==> config.mk <==
export PLATFORM = sky130hd
export DESIGN_NAME = coeff_mod_reducer
export DESIGN_NICKNAME = d
export VERILOG_FILES = /design/src/rtl/cia_coeff_pkg.sv /design/src/rtl/coeff_mod_reducer_cond_sub_step.sv /design/src/rtl/coeff_mod_reducer.sv
export SDC_FILE = /design/constraint.sdc
export NUM_CORES = 1
export LEC_CHECK = 0
export ABC_CLOCK_PERIOD_IN_PS = 7820
export BUFFER_PORTS_ARGS = -buffer_cell sky130_fd_sc_hd__clkbuf_2
export CAP_MARGIN = 15
export CORE_MARGIN = 2
export CORE_UTILIZATION = 60
export CTS_BUF_LIST = sky130_fd_sc_hd__clkbuf_8 sky130_fd_sc_hd__clkbuf_16
export DETAILED_ROUTE_END_ITERATION = 8
export GPL_TIMING_DRIVEN = 0
export PLACE_DENSITY = 0.81
export SYNTH_ARGS = -nofsm -noshare
export SYNTH_HDL_FRONTEND = slang
export SYNTH_SLANG_ARGS = --single-unit
==> constraint.sdc <==
create_clock -name clk_in -period 7.82 [get_ports clk_in]
set_input_delay 1.564 -clock clk_in [delete_from_list [all_inputs] [get_ports clk_in]]
set_output_delay 1.564 -clock clk_in [all_outputs]
set_load 0.01 [all_outputs]
==> src/rtl/cia_coeff_pkg.sv <==
// ----------------------------------------------------------------------------
// cia_coeff_pkg
// Shared constants and the state encoding for the coefficient modular reducer.
//   DEPTH : coefficients per polynomial frame
//   IN_W  : width of the raw coefficient sum from the b-adder
//   Q     : modulus; QW is the width of a reduced coefficient
//   IDX_W : width of a coefficient index
// ----------------------------------------------------------------------------
package cia_coeff_pkg;

    localparam int DEPTH = 100;
    localparam int IN_W  = 36;
    localparam int Q     = 12289;
    localparam int QW    = $clog2(Q);
    localparam int IDX_W = 10;

    typedef enum logic [1:0] {
        IDLE   = 2'd0,
        REDUCE = 2'd1,
        FIX    = 2'd2,
        OUT    = 2'd3
    } red_state_t;

endpackage

==> src/rtl/coeff_mod_reducer_cond_sub_step.sv <==
// ----------------------------------------------------------------------------
// cond_sub_step
// One restoring-division step: subtract the shifted modulus when it fits.
//   i_r  : current remainder
//   i_qk : modulus shifted left by the current step count
//   o_r  : i_r - i_qk when i_r >= i_qk, otherwise i_r unchanged
// Purely combinational; the full width is kept so nothing is truncated.
// ----------------------------------------------------------------------------
module cond_sub_step #(
    parameter int W = 37
) (
    input  logic [W-1:0] i_r,
    input  logic [W-1:0] i_qk,
    output logic [W-1:0] o_r
);

    assign o_r = (i_r >= i_qk) ? (i_r - i_qk) : i_r;

endmodule

==> src/rtl/coeff_mod_reducer.sv <==
// ----------------------------------------------------------------------------
// coeff_mod_reducer
// Takes one raw coefficient sum per handshake from the b-adder, reduces it
// modulo Q into [0, Q-1] and offers it downstream with its index. Indices are
// expected in order 0..DEPTH-1; a mismatch raises a sticky error flag, and the
// handoff of index DEPTH-1 pulses frame_done.
//
// Ports
//   clk_in, rst_in        clock, asynchronous active-high reset
//   sum_valid/sum_ready   input handshake (transfer when both high at clk edge)
//   sum, sum_idx          raw sum and its coefficient index
//   coeff_valid/ready     output handshake (transfer when both high at clk edge)
//   coeff, coeff_idx      reduced coefficient and its index
//   frame_done            one-cycle pulse after index DEPTH-1 is handed off
//   idx_err               sticky index-order error
//   dbg_state             current FSM state
//
// Handshakes: a word moves on a rising edge where valid and ready are both
// high. The producer holds data stable while valid is high and ready is low;
// valid never drops without a transfer.
//
// Flow: IDLE -> REDUCE (IN_W-QW+1 cycles) -> FIX -> OUT -> IDLE. Only one
// coefficient is in flight, so sum_ready is high only in IDLE.
// ----------------------------------------------------------------------------
module coeff_mod_reducer #(
    parameter int DEPTH     = cia_coeff_pkg::DEPTH,
    parameter int IN_W      = cia_coeff_pkg::IN_W,
    parameter int Q         = cia_coeff_pkg::Q,
    parameter bit SIGNED_IN = 1'b1,
    localparam int QW       = $clog2(Q)
) (
    input  logic            clk_in,
    input  logic            rst_in,
    input  logic            sum_valid,
    input  logic [IN_W-1:0] sum,
    input  logic [9:0]      sum_idx,
    output logic            sum_ready,
    output logic            coeff_valid,
    output logic [QW-1:0]   coeff,
    output logic [9:0]      coeff_idx,
    input  logic            coeff_ready,
    output logic            frame_done,
    output logic            idx_err,
    output logic [1:0]      dbg_state
);

    import cia_coeff_pkg::*;

    // One extra bit of headroom so Q<<k and the remainder never wrap.
    localparam int            RW       = IN_W + 1;
    localparam int            K_MAX    = IN_W - QW;
    localparam int            KW       = $clog2(K_MAX + 1);
    localparam logic [RW-1:0] Q_RW     = RW'(Q);
    localparam logic [9:0]    LAST_IDX = 10'(DEPTH - 1);

    red_state_t      r_state;
    logic [RW-1:0]   r_rem;
    logic            r_sign;
    logic [9:0]      r_idx;
    logic [9:0]      r_exp_idx;
    logic [KW-1:0]   r_k;
    logic            r_sum_ready;
    logic            r_coeff_valid;
    logic [QW-1:0]   r_coeff;
    logic [9:0]      r_coeff_idx;
    logic            r_frame_done;
    logic            r_idx_err;

    logic            w_neg;
    logic [IN_W-1:0] w_mag;
    logic [RW-1:0]   w_qk;
    logic [RW-1:0]   w_rem_next;
    logic [QW-1:0]   w_fixed;
    logic            w_accept;

    // Magnitude of the input; the most negative value negates to 2^(IN_W-1),
    // which is still representable as an unsigned IN_W-bit number.
    assign w_neg = SIGNED_IN && sum[IN_W-1];
    assign w_mag = w_neg ? (~sum + 1'b1) : sum;

    assign w_qk = Q_RW << r_k;

    cond_sub_step #(
        .W(RW)
    ) u_step (
        .i_r (r_rem),
        .i_qk(w_qk),
        .o_r (w_rem_next)
    );

    // After REDUCE the remainder is below Q, so Q - r fits in QW bits. A zero
    // remainder of a negative input stays zero rather than becoming Q.
    assign w_fixed = (r_sign && (r_rem != '0)) ? QW'(Q_RW - r_rem) : r_rem[QW-1:0];

    // r_sum_ready is only ever high in IDLE.
    assign w_accept = sum_valid && r_sum_ready;

    always_ff @(posedge clk_in or posedge rst_in) begin
        if (rst_in) begin
            r_state       <= IDLE;
            r_rem         <= '0;
            r_sign        <= 1'b0;
            r_idx         <= '0;
            r_exp_idx     <= '0;
            r_k           <= '0;
            r_sum_ready   <= 1'b0;
            r_coeff_valid <= 1'b0;
            r_coeff       <= '0;
            r_coeff_idx   <= '0;
            r_frame_done  <= 1'b0;
            r_idx_err     <= 1'b0;
        end else begin
            r_frame_done <= 1'b0;
            case (r_state)
                IDLE: begin
                    r_sum_ready <= 1'b1;
                    if (w_accept) begin
                        r_sum_ready <= 1'b0;
                        r_rem       <= {1'b0, w_mag};
                        r_sign      <= w_neg;
                        r_idx       <= sum_idx;
                        r_k         <= KW'(K_MAX);
                        if (sum_idx != r_exp_idx) begin
                            r_idx_err <= 1'b1;
                        end
                        // Resync to the received index; out-of-range also wraps.
                        r_exp_idx   <= (sum_idx >= LAST_IDX) ? 10'd0 : (sum_idx + 10'd1);
                        r_state     <= REDUCE;
                    end
                end
                REDUCE: begin
                    r_rem <= w_rem_next;
                    if (r_k == '0) begin
                        r_state <= FIX;
                    end else begin
                        r_k <= r_k - 1'b1;
                    end
                end
                FIX: begin
                    r_coeff       <= w_fixed;
                    r_coeff_idx   <= r_idx;
                    r_coeff_valid <= 1'b1;
                    r_state       <= OUT;
                end
                OUT: begin
                    if (coeff_ready) begin
                        r_coeff_valid <= 1'b0;
                        r_frame_done  <= (r_coeff_idx == LAST_IDX);
                        r_sum_ready   <= 1'b1;
                        r_state       <= IDLE;
                    end
                end
                default: begin
                    r_state <= IDLE;
                end
            endcase
        end
    end

    assign sum_ready   = r_sum_ready;
    assign coeff_valid = r_coeff_valid;
    assign coeff       = r_coeff;
    assign coeff_idx   = r_coeff_idx;
    assign frame_done  = r_frame_done;
    assign idx_err     = r_idx_err;
    assign dbg_state   = r_state;

endmodule

# == Word-level counts from Yosys, hierarchy flattened ==
# Index checks and enable logic that the tools add are counted.
# classes
add_sub_neg,5
order_cmp,2
eq_ne,10
n_shift,1
n_mux,20
bitwise_logic,1
n_reduce_logical,15
# ops
cell,count
two-way mux 37 bit,2
one-hot mux 37 bit (2 select lines),1
greater-or-equal comparator 37 bit,1
nonzero test 37 bit,1
"<< shifter 14 x 5 -> 37 bit, first input constant",1
subtractor 37 bit,1
"adder 36 x 1 -> 36 bit, second input constant",1
two-way mux 36 bit,1
inverter 36 bit,1
two-way mux 14 bit,1
"subtractor 14 bit, first input constant",1
AND reduction 3 bit,4
"adder 10 x 1 -> 10 bit, second input constant",1
"equality test 10 x 7 -> 1 bit, second input constant",1
"greater-or-equal comparator 10 x 7 -> 1 bit, second input constant",1
two-way mux 10 bit,1
two-way mux 5 bit,2
inequality test 10 bit,1
one-hot mux 5 bit (2 select lines),1
"inequality test 2 bit, second input constant",4
one-hot mux 2 bit (4 select lines),1
two-way mux 2 bit,3
AND reduction 2 bit,3
nonzero test 2 bit,3
9 further kinds,16
# totals
ff_bits,93
input_bits,50
output_inout_bits,30
wordCells,66

# == Logic depth before layout (Yosys ltp) ==
# Gate-level depths: netlist (run 1).
# depth
word_depth,5
ltp_mapped,18
depth_no_buf,14

# == By module ==
# A second synthesis (run 1) with hierarchy kept.
# unflattened
cells_unflattened,1087
hier_area_um2,8675.8
# modules_own_cells
mod,n_inst,cells_each,area_each_um2
coeff_mod_reducer,1,643,5761.8
cond_sub_step,1,444,2914.0

# == Worst setup path after synthesis (run 1) ==
# OpenSTA, ideal clock, no wires.
# synth_path
path_kind,input to register
startpoint,in sum[1]
endpoint,reg r_rem[26]
setup_ns,0.126
t_arrival_ns,3.467
required_ns,7.694
slack_ns,4.227
path_stages,10
path_buffers,0
cell_sequence,inv_1 > ha_1 > or3b_2 > nor4b_4 > nand3_1 > o31ai_1 > xor2_1 > nor2_1 > a31oi_1 > a21oi_1
# synth_between
elab_chain_cells,5
# synth_lines
item,line_no,text
from (decl),coeff_mod_reducer.sv:35,"input logic [IN_W-1:0] sum,"
inverter 36 bit,coeff_mod_reducer.sv:79,assign w_mag = w_neg ? (~sum + 1'b1) : sum;
adder 36 x 1 -> 36 bit,coeff_mod_reducer.sv:79,
two-way mux 36 bit,coeff_mod_reducer.sv:79,
two-way mux 37 bit,coeff_mod_reducer.sv:117,if (w_accept) begin
one-hot mux 37 bit (2 select lines),coeff_mod_reducer.sv:114,case (r_state)
to (signal assigned),coeff_mod_reducer.sv:119,"r_rem <= {1'b0, w_mag};"
to (signal assigned),coeff_mod_reducer.sv:132,r_rem <= w_rem_next;
to (decl),coeff_mod_reducer.sv:57,logic [RW-1:0] r_rem;
# Every way passes these cells. The select of a mux whose other input is x is not followed.
# A chain may end at the register's enable or synchronous reset.

# == Worst setup path after layout (run 1) ==
# layout_path
startpoint,reg r_k[1]
endpoint,reg r_rem[8]
# layout_between
elab_chain_cells,4
# layout_lines
item,line_no,text
from (decl),coeff_mod_reducer.sv:61,logic [KW-1:0] r_k;
from (signal assigned),coeff_mod_reducer.sv:122,r_k <= KW'(K_MAX);
from (signal assigned),coeff_mod_reducer.sv:136,r_k <= r_k - 1'b1;
<< shifter 14 x 5 -> 37 bit *,coeff_mod_reducer.sv:81,assign w_qk = Q_RW << r_k;
subtractor 37 bit / greater-or-equal comparator 37 bit (equally long branches),coeff_mod_reducer_cond_sub_step.sv:17,assign o_r = (i_r >= i_qk) ? (i_r - i_qk) : i_r;
two-way mux 37 bit / inequality test 2 x 1 -> 1 bit (equally long branches),--,
one-hot mux 37 bit (2 select lines) / AND reduction 3 bit (equally long branches),--,
# Mark *: on every way between the ends. The rest lies on a longest branch, timed or not. The select of a mux whose other input is x is not followed.

==> summary.md, run 1 <==
| Metric | Value |
|---|---|
| Outcome | `completed` |
| Vias in the first global route | `7,256` |
| Fill cell count | `between 1,000 and 1,500` |
| Clk sink count | `93` |
| Cell Area, Synth | `between 7000 and 8000 um^2` |
| Int Power | `between 1500 and 2000 uW` |
| Endpoints failing hold | `0` |
| Setup CP Type | `reg2reg` |
| Inserted Diodes | `0` |
| Initial antenna violation count | `0` |
| First-pass GRT wire length | `~37,000 um` |
| Die span in y | `approximately 120 um` |
| Worst path max stage delay | `0.53 ns` |
| Clock Path Buffers | `2` |
| Cts-stage hold buffer count | `0` |
| PD cells | `~460 nW/um^2` |
| Fmax | `approximately 0.22 GHz` |
| Drt drc | `0` |
| Post-synthesis cell count | `964` |
| Layout cells sized above 1 | `between 10% and 20%` |
| Final Skew | `around 0.0095 ns` |
| First-pass DRT Iterations | `6` |
| Port buffer count | `75` |
| Clock Power Share | `between 10% and 20%` |
| Number of library cell types mapped by synthesis | `75` |
| Post-DP HPWL | `~17,000 um` |
| Post-CTS Resized | `0` |
| Final min period | `4.57 ns` |
| Most used routing layer | `met2` |
| Slew @ Worst Pin | `0.770 ns` |
| Met1 GRT Util | `around 46%` |
| Post-route setup TNS | `0 ns` |
| Top cells by count, synth | `nor2_1 (94), dfrtp_1 (93), a21oi_1 (92), nand2_1 (88), o21ai_0 (59)` |
| Synth warnings | `0` |
| Fraction of registers with async set/reset | `between 90% and 100%` |
| CP arrival | `between 4 and 5 ns` |
| CP startpoint kind | `flop` |
| Global Route met3 Usage | `about 4.4%` |
| Starting Density | `slightly above 60%` |
| Max Cap Violations | `0` |
| Syn_nets | `between 1,000 and 1,500` |
| Final period util | `58.4%` |
| I/O pins | `80` |
| Unrepaired setup endpoints after global routing | `false` |
| Sw Share | `51.3%` |
| Starting DRT DRC Count | `about 730` |
| Number of enable flip-flop cells after synthesis | `0` |
| Sequential Power Share | `around 23%` |
| Routed wire length per instance | `roughly 19 um` |
| Total number of vias | `between 7,000 and 8,000` |
| Grt met2 use | `51.8%` |
| Largest net degree at the start of global routing | `62` |
| CP max stage cell | `dfrtp_1` |
| Crit path max-delay family | `compound AO/OA/AOI/OAI gates` |
| CTS tree | `built` |
| GRT overflow | `0` |
| Final setup vio count | `0` |
| Routed wire length | `about 23,000 um` |
| P_sw | `around 2100 uW` |
| H-tree levels | `3` |
| Layout area overhead | `11.6%` |
| Die ar. | `around 14,000 um^2` |
| Die W | `roughly 120 um` |
| Setup bufs post-CTS | `0` |
| Final net count | `between 1,000 and 1,500` |
| Pins Over Slew Limit | `0` |
| Clock slew at reported path FFs | `~0.08 ns` |
| Yosys top cell by area | `dfrtp_1` |
| Clk_lat worst skew | `between 0.3 and 0.4 ns` |
| Worst hold path type | `reg2reg` |
| Synthesized flop and latch total | `between 90 and 100` |
| Register area share after synthesis | `between 20 and 30%` |
| Layout Utilization | `~68%` |
| Drt via density | `about 6.4` |
| Post-DRT Antenna Nets | `0` |
| Mean Syn Cell Area | `~8.2 um^2` |
| Leak | `around 0.0036 uW` |
| Worst vdd ir | `between 0.3 and 0.4 mV` |
| CP max FO | `10` |
| Comb power frac | `66.1%` |
| Worst-path cell chain | `ha_1, nor2b_1, inv_1, o21ai_0, nand2b_1, ha_1, a21oi_1, o21ai_0, a311oi_1, o31ai_1, a31o_2, a21oi_2, buf_2, a211oi_1, a21o_1` |
| CP Capture Type | `flop` |
| Post-synth top area share | `between 20 and 30%` |
| Final Wtd Congestion | `roughly 1` |
| Headroom to the max-slew limit | `roughly half` |
| Prevailing post-synth register cell | `dfrtp_1` |
| Most frequent cell after synthesis | `nor2_1` |
| Root Driver | `clkbuf_16` |
| Core box area | `between 10,000 and 15,000 um^2` |
| Cell Rows | `42` |
| CP bufs+invs | `2` |
| Largest cells by area after synthesis | `dfrtp_1 (29%), ha_1 (7.7%), a21oi_1 (5.8%)` |
| Worst Path Required | `between 8 and 9 ns` |
| Tot GR Track Use | `around a third` |
| Num CTS Buffers | `9` |
[metrics by stage]
stage / std cells / hold slack [ns] / total power (uW) / cell area [um^2] / setup slack, ns
final: 1232 / 0.473 / 4050 / 8860 / 3.25
after global routing: 1232 / 0.497 / 4370 / 8860 / 3.03
after global placement: 1215 / 0.447 / 3460 / 8530 / 2.77
after detailed placement: 1216 / 0.465 / 3510 / 8560 / 3.51
after CTS: 1232 / 0.482 / 3980 / 8860 / 3.45
after floorplan: 964 / 0.468 / 2810 / 7930 / 3.84
[state kept, by name, summed over array words and instances, names as in the netlist]
register and count:
idx_err 1, coeff_idx 10, sum_ready 1, r_rem 37, r_k 5, dbg_state 2, coeff_valid 1, r_exp_idx 10
coeff 14, frame_done 1, r_sign 1, r_idx 10
[logic make-up after synthesis]
group,count (synthesis),synth area share [%]
flip-flops,93,29.3
AND/OR/NAND/NOR,338,21.5
adder cells (fa/ha/maj),50,7.98
multiplexers,30,4.20
buffers and inverters,80,4.20
AO/OA/AOI/OAI,292,23.8
XOR/XNOR,81,8.94
[worst reg2reg max path, delay by kind of cell (launching register included)]
family | cells | cell delay [ns]
buf+inv | 2 | 0.48
fa+ha+maj | 2 | 0.77
compound gates | 9 | 2.23
simple gates | 2 | 0.44
flops | 1 | 0.53
[power groups by stage]
stage / Combinational, uW / Clock, uW / Sequential (uW)
after floorplan: 1920 / 0 / 889
after global placement: 2550 / 0 / 910
after detailed placement: 2590 / 0 / 917
after CTS: 2620 / 449 / 912
after global routing: 2950 / 468 / 943
final: 2670 / 453 / 920
[final cells by class]
cell class / count / area, um^2 / share of cell area (%)
buffer: 55 / 239 / 2.70
clock buffer: 9 / 225 / 2.54
clock inverter: 7 / 72.6 / 0.819
inverter: 25 / 96.3 / 1.09
multi-input combinational: 791 / 5270 / 59.5
sequential: 93 / 2330 / 26.3
tap: 176 / 220 / 2.49
timing repair buffer: 76 / 403 / 4.55
[cell usage in the layout (no fill, tap or decap), drive strengths merged, types with 12 or more instances in the layout]
cell | Yosys | layout
nand2b | 16 | 16
xnor2 | 48 | 48
a21oi | 93 | 93
buf | 13 | 14
clkbuf | 42 | 126
nor3 | 20 | 20
nor2b | 12 | 12
mux2 | 26 | 26
ha | 49 | 49
dfrtp | 93 | 93
a31oi | 14 | 14
and2 | 12 | 12
nor2 | 95 | 95
xor2 | 33 | 33
nand2 | 88 | 88
o21ai | 61 | 61
o31ai | 21 | 21
inv | 25 | 29
a21o | 23 | 23
nor4 | 14 | 14
nand3 | 25 | 25
nand4 | 15 | 15
[per-layer routing]
layer	part of all wire (%)	wire [um]
met1	44	10000
met2	45	10200
met3	7.7	1780
met4	4.0	928
met5	0	0
[final timing paths]
path / cells past startpoint / start / slack [ns] / end
max in group asynchronous: 3 / rst_in / 5.97 / idx_err$_DFFE_PP0P_
worst max-delay path: 15 / r_k[1]$_DFFE_PP0P_ / 3.25 / r_rem[8]$_DFFE_PP0P_
min in group asynchronous: 2 / rst_in / 1.20 / coeff[1]$_DFFE_PP0P_
worst min register to register: 1 / idx_err$_DFFE_PP0P_ / 0.47 / idx_err$_DFFE_PP0P_
worst max register to register: 15 / r_k[1]$_DFFE_PP0P_ / 3.25 / r_rem[8]$_DFFE_PP0P_
worst min-delay path: 1 / idx_err$_DFFE_PP0P_ / 0.47 / idx_err$_DFFE_PP0P_
(Power assumes the default switching activity.)
==> inputs of run 2 (changes only) <==
Settings changed: ABC_CLOCK_PERIOD_IN_PS 7820 to 4100, CORE_UTILIZATION 60 to 55, PLACE_DENSITY 0.81 to 0.78.
Clock period 7.82 ns to 4.1 ns, I/O delays scaled along.
==> run 2 against run 1 <==
Compared with the run above:
- critical path depth is 1 lower
- clock skew down 0.0020 ns
- largest cell class unchanged
- sequential cell count unchanged
- critical path type unchanged
- first-iteration DRC count up 1.2%
- largest power group unchanged
- combinational power up 97%
==> summary.md, run 2 (synthesis gave the netlist of run 1 again) <==
| Metric | Value |
|---|---|
| Routed wire length per instance | `about 19 um` |
| Sequential Power Share | `between 20 and 25%` |
| Outcome | `completed` |
| Die span in y | `124 um` |
| Post-DRT Antenna Nets | `0` |
| Vias in the first global route | `just over 7,000` |
| Root Driver | `clkbuf_16` |
| Fmax | `around 0.26 GHz` |
| FF-to-FF End | `r_rem[6]$_DFFE_PP0P_` |
| Total number of vias | `between 7,000 and 8,000` |
| Die W | `about 120 um` |
| Critical R2R Launch | `r_k[0]$_DFFE_PP0P_` |
| Clock Power Share | `a little over a tenth` |
| Starting DRT DRC Count | `740` |
| Final Skew | `0.00751 ns` |
| Comb power frac | `~67%` |
| Layout area overhead | `13.2%` |
| Final period util | `approximately 95%` |
| I/O pins | `80` |
| First-pass DRT Iterations | `6` |
| FF-to-FF setup slack | `slightly above 0.2 ns` |
| CP arrival | `4.14 ns` |
| Initial antenna violation count | `0` |
| Smallest setup slack after layout | `0.201 ns` |
| Die ar. | `roughly 15,000 um^2` |
| Critical path startpoint | `r_k[0]$_DFFE_PP0P_` |
| Final setup vio count | `0` |
| Worst r2r path cells | `14` |
| Routed wire length | `~24,000 um` |
| Final min period | `approximately 3.9 ns` |
| Inserted Diodes | `0` |
| Tot GR Track Use | `31.3%` |
| Int Power | `3840 uW` |
| Most frequent cells in the layout | `nor2_1 (94), dfrtp_1 (92), a21oi_1 (89)` |
| PD cells | `877 nW/um^2` |
| Drt via density | `between 6 and 7` |
| Worst Path Required | `4.34 ns` |
| CP bufs+invs | `3` |
| Post-route setup TNS | `0 ns` |
| P_sw | `around 4000 uW` |
| Crit path to | `r_rem[6]$_DFFE_PP0P_` |
| Clk_lat worst skew | `roughly 0.37 ns` |
| Drt drc | `0` |
| CP max FO | `10` |
| Worst path max stage delay | `0.49 ns` |
| Most common cell after layout, fill and taps aside | `nor2_1` |
| Met3 WL | `between 1500 and 2000 um` |
| Clk sink count | `93` |
| Cts-stage hold buffer count | `0` |
| Setup CP Type | `reg2reg` |
| Worst hold path type | `reg2reg` |
| GRT overflow | `0` |
| Layout cells sized above 1 | `16.3%` |
| First-pass GRT wire length | `around 37,000 um` |
| Pins Over Slew Limit | `0` |
| DRT met1 WL | `between 10,000 and 15,000 um` |
| Leak | `approximately 0.0037 uW` |
| CP Capture Type | `flop` |
| Max Cap Violations | `0` |
| Final Wtd Congestion | `a little under 1` |
| Worst-path cell chain | `inv_1, ha_1, a22o_1, nand2b_1, ha_1, and4_1, and3_1, nand3_1, a211o_1, a21oi_2, a21o_1, buf_4, buf_2, a21oi_1` |
| Met2 wire len | `10,900 um` |
| Slew @ Worst Pin | `approximately 0.83 ns` |
| Starting Density | `56.7%` |
| Top sig layer | `met4` |
| H-tree levels | `3` |
| Num CTS Buffers | `9` |
| Post-DP HPWL | `roughly 18,000 um` |
| Endpoints failing hold | `0` |
| CP dominant cell by count | `ha_1` |
| Headroom to the max-slew limit | `between 40% and 50%` |
| Clock Path Buffers | `2` |
| Crit path max-delay family | `compound AO/OA/AOI/OAI gates` |
| Core box area | `approximately 14,000 um^2` |
| CP max stage cell | `ha_1` |
| CP startpoint kind | `flop` |
| Post-placement worst setup slack | `-0.226 ns` |
| Final net count | `around 1,200` |
| Worst vdd ir | `slightly above 0.6 mV` |
| Largest Register | `r_rem` |
| Clock slew at reported path FFs | `around 0.070 ns` |
| Number of flip-flops in the largest register | `37` |
| Largest net degree at the start of global routing | `53` |
| CTS tree | `built` |
| Worst path depth | `14` |
| Cell Rows | `43` |
| Port buffer count | `between 70 and 80` |
| Sw Share | `51.2%` |
[run 2: how the worst min path moves through the flow]
stage	startpoint	to	slack (ns)	cells after the start
after floorplan	r_exp_idx[5]$_DFFE_PP0P_	r_exp_idx[5]$_DFFE_PP0P_	0.47	2
after global placement	coeff_idx[7]$_DFFE_PP0P_	frame_done$_DFF_PP0_	0.45	1
after detailed placement	coeff_idx[7]$_DFFE_PP0P_	frame_done$_DFF_PP0_	0.45	1
after CTS	coeff_idx[7]$_DFFE_PP0P_	frame_done$_DFF_PP0_	0.46	1
after global routing	coeff_idx[7]$_DFFE_PP0P_	frame_done$_DFF_PP0_	0.49	1
final	coeff_idx[7]$_DFFE_PP0P_	frame_done$_DFF_PP0_	0.46	1
[run 2: area by class of cell]
| type | count | area [um^2] |
|---|---|---|
| Fill cell | 1234 | 5010 |
| Multi-Input combinational cell | 791 | 5350 |
| Clock inverter | 7 | 80.1 |
| Clock buffer | 9 | 225 |
| Tap cell | 180 | 225 |
| Buffer | 50 | 230 |
| Inverter | 25 | 100 |
| Timing Repair Buffer | 80 | 433 |
| Sequential cell | 93 | 2330 |
[run 2: layer usage]
metal,up-vias,track usage [%]
met2,318,50.4
met5,-,0
li1,3689,-
met3,41,5.36
met4,0,8.29
met1,3689,43.4
[run 2: power groups by stage]
| stage | Combinational [uW] | Sequential, uW | Clock (uW) |
|---|---|---|---|
| finish | 5250 | 1760 | 867 |
| global route | 5750 | 1810 | 905 |
| CTS | 5030 | 1750 | 865 |
| detailed placement | 4970 | 1760 | 0 |
| global placement | 4900 | 1740 | 0 |
| floorplan | 3660 | 1700 | 0 |
[run 2: worst reg2reg max path, cell delays in order, from the launching register on]
cell and delay [ns]:
dfrtp_1 0.43, inv_1 0.20, ha_1 0.35, a22o_1 0.26
nand2b_1 0.10, ha_1 0.49, and4_1 0.32, and3_1 0.24
nand3_1 0.12, a211o_1 0.29, a21oi_2 0.21, a21o_1 0.16
buf_4 0.23, buf_2 0.28, a21oi_1 0.10
[run 2: timing repair]
action,4_1_cts,5_1_grt
buffers inserted,0,4
endpoints found under the hold margin,0,0
resized for setup,7,20
setup endpoints to repair,36,37
pin swaps,0,0
[run 2: metrics by stage]
| stage | std cells | util (%) | area (um^2) | total power (uW) | hold slack (ns) |
|---|---|---|---|---|---|
| 6_report | 1235 | 64.2 | 8980 | 7870 | 0.457 |
| 3_5_place_dp | 1220 | 61.2 | 8560 | 6730 | 0.450 |
| 5_1_grt | 1235 | 64.2 | 8980 | 8470 | 0.488 |
| 3_3_place_gp | 1219 | 61.0 | 8530 | 6640 | 0.452 |
| 2_1_floorplan | 964 | - | 7930 | 5360 | 0.468 |
| 4_1_cts | 1232 | 63.4 | 8870 | 7640 | 0.460 |
==> inputs of run 3 (changes only) <==
Settings changed: CORE_UTILIZATION 55 to 56, PLACE_DENSITY 0.78 to 0.79, SYNTH_HIERARCHICAL set to 1.
==> run 3 against run 2 <==
Compared with the run above:
- core utilization grew 2.6 points
- clock power shrank 6.3%
- combinational power grew 43%
- non-clock buffer count grew 16
- sequential power grew 3%
- sequential cell count is the same
- maximum frequency shrank 2.6%
- critical path type unchanged
- critical endpoint is now r_rem[23]$_DFFE_PP0P_
==> summary.md, run 3 <==
| Metric | Value |
|---|---|
| Worst Path Required | `around 4.3 ns` |
| Most frequent cells in the layout | `nor2_1 (116), dfrtp_1 (91), nand2_1 (88)` |
| Number of library cell types mapped by synthesis | `between 80 and 90` |
| Final Wtd Congestion | `approximately 1` |
| H-tree levels | `3` |
| Die ar. | `16,500 um^2` |
| Vias in the first global route | `just under 8,000` |
| Mean Syn Cell Area | `between 7 and 8 um^2` |
| Final instance area | `just over 10,000 um^2` |
| Leak | `0.00413 uW` |
| Fraction of registers with async set/reset | `100%` |
| Final net count | `approximately 1,300` |
| GRT overflow | `0` |
| Syn_nets | `~1,200` |
| Core box area | `approximately 15,000 um^2` |
| Final setup vio count | `0` |
| Headroom to the max-slew limit | `48.3%` |
| CP dominant cell by count | `ha_4` |
| CP startpoint kind | `flop` |
| Num CTS Buffers | `9` |
| Die span in y | `approximately 130 um` |
| Prevailing post-synth register cell | `dfrtp_1` |
| Largest family of logic cells by synthesized area | `compound AO/OA/AOI/OAI gates` |
| CP max stage cell | `dfrtp_1` |
| Routed wire length | `~27,000 um` |
| Number of flip-flops in the largest register | `37` |
| Number of enable flip-flop cells after synthesis | `0` |
| Largest Register | `r_rem` |
| Final period util | `between 90% and 100%` |
| Comb power frac | `roughly three quarters` |
| Clock Path Buffers | `2` |
| Fmax | `between 0.2 and 0.25 GHz` |
| Tot GR Track Use | `between 30% and 40%` |
| FF-to-FF setup slack | `between 0.09 and 0.1 ns` |
| Inserted Diodes | `0` |
| Die W | `approximately 130 um` |
| Cell Rows | `45` |
| Drt drc | `0` |
| Slew @ Worst Pin | `around 0.77 ns` |
| Starting Density | `roughly 57%` |
| Fill cell count | `~1,200` |
| Most frequent cell after synthesis | `nor2_1` |
| CP arrival | `4.21 ns` |
| Clk sink count | `93` |
| Outcome | `completed` |
| Initial antenna violation count | `0` |
| Largest net degree at the start of global routing | `52` |
| First-pass GRT wire length | `around 42,000 um` |
| Pins Over Slew Limit | `0` |
| Max Cap Violations | `0` |
| Post-DP HPWL | `approximately 21,000 um` |
| Clock Power Share | `~8.0%` |
| Setup CP Type | `reg2reg` |
| Starting DRT DRC Count | `a little under 900` |
| Post-synth top area share | `26.8%` |
| Compound-Gate Fraction of Synth Area | `24.0%` |
| Post-synthesis cell count | `around 1,100` |
| Total number of vias | `8,685` |
| Cell Area, Synth | `between 8000 and 9000 um^2` |
| Endpoints failing hold | `0` |
| Sw Share | `between 50% and 60%` |
| Worst path max stage delay | `roughly 0.43 ns` |
| Largest cells by area after synthesis | `dfrtp_1 (27%), ha_1 (7.2%), nor2_1 (5.3%)` |
| Sequential Power Share | `17.9%` |
| PD cells | `roughly 1000 nW/um^2` |
| Worst hold path type | `reg2reg` |
| Final min period | `~4 ns` |
| CP Capture Type | `flop` |
| Synth Area in Simple Gates | `21.8%` |
| Drt via density | `6.32` |
| Worst vdd ir | `roughly 0.45 mV` |
| Port buffer count | `79` |
| Multiplexer share of the synthesized area | `about 5.7%` |
| Synthesized flop and latch total | `slightly above 90` |
| Final Skew | `0.0111 ns` |
| CTS tree | `built` |
| Post-DRT Antenna Nets | `0` |
| Top cells by count, synth | `nor2_1 (122), dfrtp_1 (93), nand2_1 (89), a21oi_1 (80), o21ai_0 (75)` |
| Final Power | `10,100 uW` |
| Synth warnings | `6` |
| CP max FO | `8` |
| Placed inst area | `a little over 9000 um^2` |
| Clock slew at reported path FFs | `approximately 0.070 ns` |
| Routed wire length per instance | `19.7 um` |
| Yosys top cell by area | `dfrtp_1` |
| P_sw | `between 5000 and 6000 uW` |
| Adder-Cell Fraction of Synth Area | `7.44%` |
| First-pass DRT Iterations | `5` |
| Register area share after synthesis | `a little over a quarter` |
| Clk_lat worst skew | `0.35 ns` |
| Worst-path cell chain | `buf_8, inv_6, ha_4, ha_4, nand2_2, nor2_4, a211o_1, inv_1, ha_4, buf_6, nand4_1, nor4_4, nand3b_1, o211ai_1, a21oi_2, o21ai_4, buf_6, mux2_4, or3_4, o21ai_2, a21oi_1` |
| Int Power | `roughly 4900 uW` |
| Xor-xnor portion of the synthesized cell area | `under 10%` |
| Most common cell after layout, fill and taps aside | `nor2_1` |
| Layout cells sized above 1 | `22.3%` |
| I/O pins | `80` |
| Layout area overhead | `16.5%` |
| Root Driver | `clkbuf_16` |
==> run 3: power groups by stage <==
stage	Combinational, uW	Clock, uW	Sequential, uW
global route	8100	854	1870
floorplan	4900	0	1670
CTS	6770	814	1770
finish	7510	812	1820
detailed placement	6520	0	1780
global placement	6450	0	1770
==> run 3: path summary, 6_finish.rpt <==
| path | to | start | depth (start not counted) |
|---|---|---|---|
| setup / recovery | r_rem[23]$_DFFE_PP0P_ | r_k[1]$_DFFE_PP0P_ | 21 |
| hold / removal | idx_err$_DFFE_PP0P_ | idx_err$_DFFE_PP0P_ | 1 |
| setup reg to reg | r_rem[23]$_DFFE_PP0P_ | r_k[1]$_DFFE_PP0P_ | 21 |
| hold reg to reg | idx_err$_DFFE_PP0P_ | idx_err$_DFFE_PP0P_ | 1 |
| max in group asynchronous | dbg_state[1]$_DFFE_PP0P_ | rst_in | 3 |
| min in group asynchronous | r_rem[22]$_DFFE_PP0P_ | rst_in | 2 |
==> run 3: kinds of logic after synthesis <==
family                     after synthesis
xor gates and xnor gates                78
buffers and inverters                  133
adders and majority gates               51
AOI/OAI and AO/OA                      311
muxes                                   45
DFF                                     93
and+or+nand+nor                        376
==> run 3: area by class of cell <==
class / count / area [um^2] / share of cell area [%]
buffer: 51 / 300 / 2.97
clock inverter: 6 / 52.6 / 0.520
multi-input combinational: 861 / 6150 / 60.8
clock buffer: 9 / 225 / 2.23
sequential: 93 / 2330 / 23.1
tap: 188 / 235 / 2.33
inverter: 71 / 277 / 2.74
timing repair buffer: 95 / 539 / 5.34
==> run 3: repair_timing <==
action | 4_1_cts | 5_1_grt
hold endpoints to repair | 0 | 0
hold buffers | 0 | 0
setup endpoints to repair | 37 | 37
gates resized for setup | 37 | 76
pin swaps | 7 | 20
buffers inserted | 5 | 10
==> run 3: metal layers <==
| metal | global-route usage [%] | vias up | part of all wire, % |
|---|---|---|---|
| met5 | 0 | - | 0 |
| met4 | 8.86 | 0 | 2.4 |
| met3 | 6.65 | 44 | 8.4 |
| met2 | 49.7 | 401 | 46 |
| met1 | 46.8 | 4146 | 43 |
| li1 | - | 4094 | - |
==> run 3: critical path: cells and delay by family (launching register included) <==
kind | cells | cell delay, ns
multiplexers | 1 | 0.33
AO/OA/AOI/OAI | 6 | 0.61
adder cells (fa/ha/maj) | 3 | 0.62
AND/OR/NAND/NOR | 6 | 1.27
flip-flops | 1 | 0.43
buffers and inverters | 5 | 0.61
==> run 3: stage by stage <==
stage | util, % | hold WS [ns] | instances | setup slack (ns) | TNS (ns)
3_5_place_dp | 61.6 | 0.453 | 1355 | -0.679 | -17.27
4_1_cts | 64.4 | 0.469 | 1372 | -0.00596 | -0.00943
2_1_floorplan | - | 0.468 | 1087 | 0.0923 | 0
6_report | 66.7 | 0.467 | 1374 | 0.0956 | 0
3_3_place_gp | 61.4 | 0.446 | 1354 | -0.650 | -37.72
5_1_grt | 66.7 | 0.487 | 1374 | -0.0813 | -0.376
